`src/rtl/seg_scan_mux.sv`:
```
// Time-multiplexed BCD digit scanner with per-slot ghost-blanking guard and per-frame input latch.
// Optional leading-zero blanking is enabled by defining SEG_SCAN_LZ_BLANK_EN.
module seg_scan_mux #(
   parameter int unsigned DIGITS      = 4,
   parameter int unsigned CLK_DIV     = 50000,
   parameter int unsigned BLANK_CYC   = 500,
   parameter bit          SEL_ACT_LOW = 1'b1
) (
   input  logic                clk,
   input  logic                rst,
   input  logic [4*DIGITS-1:0] bcd_in,
   input  logic [DIGITS-1:0]   dp_in,
   output logic [3:0]          bcd_out,
   output logic [DIGITS-1:0]   dig_sel,
   output logic                dp_n,
   output logic                frame_tick
);

   localparam int unsigned       CW      = (CLK_DIV > 1) ? $clog2(CLK_DIV) : 1;
   localparam int unsigned       IW      = (DIGITS > 1) ? $clog2(DIGITS) : 1;
   localparam logic [CW-1:0]     CNT_MAX = CW'(CLK_DIV - 1);
   localparam logic [IW-1:0]     IDX_MAX = IW'(DIGITS - 1);
   localparam logic [DIGITS-1:0] SEL_OFF = {DIGITS{SEL_ACT_LOW}};

   logic [CW-1:0]       cnt;
   logic [IW-1:0]       idx;
   logic [4*DIGITS-1:0] shadow;
   logic [DIGITS-1:0]   shdp;

   logic                slot_end;
   logic                frame_end;
   logic                guard_ok;
   logic                lz_blank;
   logic [3:0]          cur_bcd;
   logic                cur_dp;
   logic [DIGITS-1:0]   sel_act;

   assign slot_end  = (cnt == CNT_MAX);
   assign frame_end = slot_end && (idx == IDX_MAX);

   generate
      if (BLANK_CYC == 0) begin : g_noguard
         assign guard_ok = 1'b1;
      end else begin : g_guard
         assign guard_ok = (cnt >= CW'(BLANK_CYC));
      end
   endgenerate

   always_comb begin
      cur_bcd = '0;
      cur_dp  = 1'b0;
      for (int unsigned i = 0; i < DIGITS; i++) begin
         if (idx == IW'(i)) begin
            cur_bcd = shadow[4*i +: 4];
            cur_dp  = shdp[i];
         end
      end
   end

`ifdef SEG_SCAN_LZ_BLANK_EN
   logic zero_above;

   // Walk from the most significant digit down; digit 0 is never visited so it is never blanked.
   always_comb begin
      lz_blank   = 1'b0;
      zero_above = 1'b1;
      for (int unsigned k = 0; k + 1 < DIGITS; k++) begin
         zero_above = zero_above & (shadow[4*(DIGITS-1-k) +: 4] == 4'd0) & ~shdp[DIGITS-1-k];
         if ((idx == IW'(DIGITS-1-k)) && zero_above)
            lz_blank = 1'b1;
      end
   end
`else
   assign lz_blank = 1'b0;
`endif

   always_comb begin
      sel_act = '0;
      if (guard_ok && !lz_blank) begin
         for (int unsigned i = 0; i < DIGITS; i++)
            sel_act[i] = (idx == IW'(i));
      end
   end

   always_ff @(posedge clk) begin
      if (rst) begin
         cnt        <= '0;
         idx        <= '0;
         shadow     <= '0;
         shdp       <= '0;
         bcd_out    <= '0;
         dig_sel    <= SEL_OFF;
         dp_n       <= 1'b1;
         frame_tick <= 1'b0;
      end else begin
         cnt <= slot_end ? '0 : cnt + CW'(1);
         if (slot_end)
            idx <= (idx == IDX_MAX) ? '0 : idx + IW'(1);
         if (frame_end) begin
            shadow <= bcd_in;
            shdp   <= dp_in;
         end
         bcd_out    <= cur_bcd;
         dp_n       <= ~cur_dp;
         dig_sel    <= sel_act ^ SEL_OFF;
         frame_tick <= frame_end;
      end
   end

endmodule

```
`config.mk`:
```
export PLATFORM = sky130hd
export DESIGN_NAME = seg_scan_mux
export DESIGN_NICKNAME = d
export VERILOG_FILES = /design/src/rtl/seg_scan_mux.sv
export SDC_FILE = /design/constraint.sdc
export NUM_CORES = 1
export LEC_CHECK = 0
export BUFFER_PORTS_ARGS = -buffer_cell sky130_fd_sc_hd__buf_2
export CELL_PAD_IN_SITES_DETAIL_PLACEMENT = 0
export CELL_PAD_IN_SITES_GLOBAL_PLACEMENT = 1
export CORE_MARGIN = 2
export CORE_UTILIZATION = 42
export DETAILED_ROUTE_END_ITERATION = 8
export HOLD_SLACK_MARGIN = 0.12
export PLACE_DENSITY_LB_ADDON = 0.25
export SKIP_LAST_GASP = 1
export SYNTH_ARGS = -nofsm -noshare
export SYNTH_HDL_FRONTEND = slang
export SYNTH_SLANG_ARGS = --single-unit
```
`constraint.sdc`:
```
create_clock -name clk -period 2.2 [get_ports clk]
set_input_delay 0.33 -clock clk [delete_from_list [all_inputs] [get_ports clk]]
set_output_delay 0.33 -clock clk [all_outputs]
set_load 0.05 [all_outputs]
```
-- Word-level counts from Yosys, hierarchy flattened
Cells that the tools add are included.
- flip-flop bits (word level): 48
- output and inout port bits: 10
- $add $sub $neg: 2
- order comparisons: 1
- equal/unequal tests: 4
- mux-type cells: 10
- bitwise logic cells: 2
- reduce and logical (&&, ||, !) cells: 3
- operator list (kind ; number):
    $mux W4 ; 5
    $add A16 B1 Y16 const B ; 1
    $eq A16 B16 Y1 const B ; 1
    $ge A16 B9 Y1 const B ; 1
    $eq A2 B2 Y1 const B ; 2
    $mux W1 ; 4
    $not A4 Y4 ; 1
    $add A2 B1 Y2 const B ; 1
    $eq A2 B1 Y1 const B ; 1
    $logic_not A2 Y1 ; 1
    $mux W2 ; 1
    $reduce_or A2 Y1 ; 1
    $logic_and A1 B1 Y1 ; 1
    $not A1 Y1 ; 1

-- Longest topological paths before layout
- word-level depth: 6
- depth in mapped cells: 8

-- Worst setup path before layout
OpenSTA, ideal clock, no wires.
- path kind: reg-to-reg
- start point: register cnt[0]
- end point: register shadow[1]
- setup time: 0.116 ns
- data arrival time: 1.540 ns
- data required time: 2.084 ns
- slack: 0.543 ns
- cell stages (with the launch flop): 8
- buffers on the path: 2
- cells stage by stage: dfxtp_1 -> ha_1 -> and3_1 -> buf_2 -> and4_4 -> a21oi_2 -> buf_6 -> a22o_4
- longest elaborated chain between the ends: 2
- ends and longest elaborated chain (what ; line ; source):
    start: declaration ; 25 ; logic [CW-1:0] cnt;
    start signal: assignment ; 96 ; cnt <= slot_end ? '0 : cnt + CW'(1);
    $eq A16 B16 Y1 ; 38 ; assign slot_end = (cnt == CNT_MAX);
    $logic_and A1 B1 Y1 ; 39 ; assign frame_end = slot_end && (idx == IDX_MAX);
    end signal: assignment ; 100 ; shadow <= bcd_in;
    end: declaration ; 27 ; logic [4*DIGITS-1:0] shadow;
No other way between the ends.
A chain may end at the register's enable or synchronous reset.

-- Worst setup path after layout
- start point: register cnt[0]
- end point: register shdp[0]
- longest elaborated chain between the ends: 2
- ends and longest elaborated chain (what ; line ; source):
    $eq A16 B16 Y1 ; 38 ;
    $logic_and A1 B1 Y1 ; 39 ;
    end signal: assignment ; 101 ; shdp <= dp_in;
    end: declaration ; 28 ; logic [DIGITS-1:0] shdp;
No other way between the ends.

==> flow_summary.yaml <==
outcome:
  status: "finished clean"
global_routing:
  overflow: 0
  grt_max_degree: 22
  grt_usage: 0.163
  antenna_found_initial: 0
  grt_pass1_vias: 1470
  grt_pass1_wl_mm: 6.64
layout:
  fill_cells: 438
  layout_commonest_cell: "dfxtp_1"
  final_cell_mix: "48 x dfxtp_1, 31 x buf_2, 24 x nand2_1"
  syn_to_final_growth_pct: 14.1
  n_antenna_cell: 0
  post_route_cells_drive_above_1_share: 0.223
  fin_nets: 256
sta:
  timing.final.crit_share: 0.855
  fin_tns_setup_ns: 0
  hold_viol: 0
  rsz0062_at_grt: "no"
  clock_skew_ns: 0.00684
  slew_headroom: 0.598
  worstMarginPinSlew_ns: 0.602
  hold_slack_ns: 0.231
  drv_slew: 0
  post-route-min-period_ns: 1.88
  setup_viol: 0
  fmax_mhz: 532
logic_synthesis:
  yosysWarnings: 0
  ys_types: 34
  syn_area_um2: 1970
  synth-seq-area-share: 0.487
  synth_largest_area_cell: "dfxtp_1"
  synth.top_cell.area_share: 0.487
  synth-seq-cells: 48
  postSynthCellCount: 198
  synth_area_leaders: "dfxtp_1 49%, a22o_1 8.0%, xnor2_1 5.8%"
  avgSynthCellArea_um2: 9.97
  synthesis.nets: 226
placed_design:
  hpwl_mm: 2.86
  portBuffers: 31
  gp_congestion: 0.788
critical_path:
  start_kind: "register"
  end_kind: "register"
  crit_required_ns: 2.44
  worst-path-max-fanout: 21
  crit_arrival_ns: 2.12
  path_class: "register to register"
clock_tree:
  clk_latency_ns: 0.30
  cts_tree: "built"
  ctsHoldBuffers: 0
  cts_sinks: 48
  clock_path_buffers: 2
  cts_buffers: 5
  cts.htree.levels: 2
  clkTransAtPathRegs_ns: 0.09
  cts-root-buf: "clkbuf_8"
route:
  drt_first_pass_iters: 4
  drtIter0Drc: 67
  wl_per_cell_um: 14.3
  antenna_left: 0
  via_per_inst: 5.30
  wl_mm: 4.03
  vias: 1489
  drc: 0
hold_path:
  hold_class: "input port to register"
power:
  leakage_nw: 0.842
  power.density_nw_per_um2: 700
  peakVddDrop_mv: 0.298
flow_run:
  cap_viol_max_count: 0
floorplan:
  num_rows: 24
  core_area_um2: 4440
  die_h_um: 72.6
  ios: 32
  initial_core_util: 0.444
  dieArea_um2: 5270
  die_w_um: 72.6
[repair_timing]
item,CTS,global route
endpoints found under the hold margin,0,0
buffers inserted,0,0
endpoints found under the setup margin,0,21
gates resized for setup,0,1
[final timing paths]
| path | slack [ns] | start | end | cells past startpoint |
|---|---|---|---|---|
| worst max-delay path | 0.32 | cnt[0] | shdp[0] | 5 |
| worst min-delay path | 0.23 | bcd_in[13] | shadow[13] | 2 |
| worst max register to register | 0.32 | cnt[0] | shdp[0] | 5 |
| worst min register to register | 0.48 | shadow[15] | bcd_out[3] | 2 |
[worst max-delay path, stage by stage (launching register included)]
cell and delay (ns):
dfxtp_1 0.37, ha_1 0.26, and3_1 0.25, and4_4 0.18, a21oi_4 0.51, a22o_1 0.25
[where the power goes]
group | internal [mW] | total [mW] | leakage [nW] | switching (mW)
sequential | 0.873 | 0.880 | 0.387 | 0.00729
combinational | 0.0213 | 0.0493 | 0.400 | 0.0279
clock | 0.342 | 0.648 | 0.0548 | 0.306
total | 1.24 | 1.58 | 0.842 | 0.341
[cell usage after synthesis (all sizes together)]
library cell,instances
inv,5
o21ai,6
or2,2
nand4,6
nor4,5
o22ai,4
nor3b,1
xor2,2
and4b,1
o22a,1
nor3,5
nand2b,1
a22o,20
nand3,6
mux2i,6
and4,1
dfxtp,48
a31oi,1
nor2,19
and2,1
clkbuf,3
a21oi,1
and4bb,1
nand2,24
and3,1
ha,6
buf,8
xnor2,13
[sequential cells by signal, summed over array words and instances (netlist names)]
signal and cells:
idx 2, bcd_out 4, frame_tick 1, cnt 16, shdp 4, shadow 16, dig_sel 4, dp_n 1
[cells by family after synthesis]
| kind of cell | count (synthesis) | synth area share |
|---|---|---|
| adders and majority gates | 6 | 0.0380 |
| buffers and inverters | 16 | 0.0532 |
| AOI/OAI and AO/OA | 33 | 0.134 |
| xor gates and xnor gates | 15 | 0.0665 |
| DFF | 48 | 0.487 |
| muxes | 6 | 0.0304 |
| and+or+nand+nor | 74 | 0.191 |
[through the flow]
step	power, mW	util	cell area [µm²]	setup slack, ns	cells
floorplan	0.927	-	1970	0.543	198
global placement	0.947	0.479	2130	0.161	273
detailed placement	0.949	0.479	2130	0.120	273
CTS	1.59	0.505	2250	0.0895	281
global route	1.65	0.507	2250	0.175	281
finish	1.58	0.507	2250	0.320	281
[area by class of cell]
class | count | area, µm² | share of cell area
Timing Repair Buffer | 34 | 178 | 0.0788
Clock inverter | 3 | 46.3 | 0.0205
Inverter | 5 | 18.8 | 0.00833
Tap cell | 52 | 65.1 | 0.0289
Multi-Input combinational cell | 134 | 916 | 0.406
Clock buffer | 5 | 68.8 | 0.0305
Sequential cell | 48 | 961 | 0.426
[routing by layer]
metal,up-vias,track usage,share of wire
met5,-,0,0
met4,0,0.0514,0.010
met3,6,0.0431,0.046
met2,37,0.298,0.52
met1,697,0.182,0.42
li1,749,-,-
Note: power is estimated with default switching activity, not from simulation.
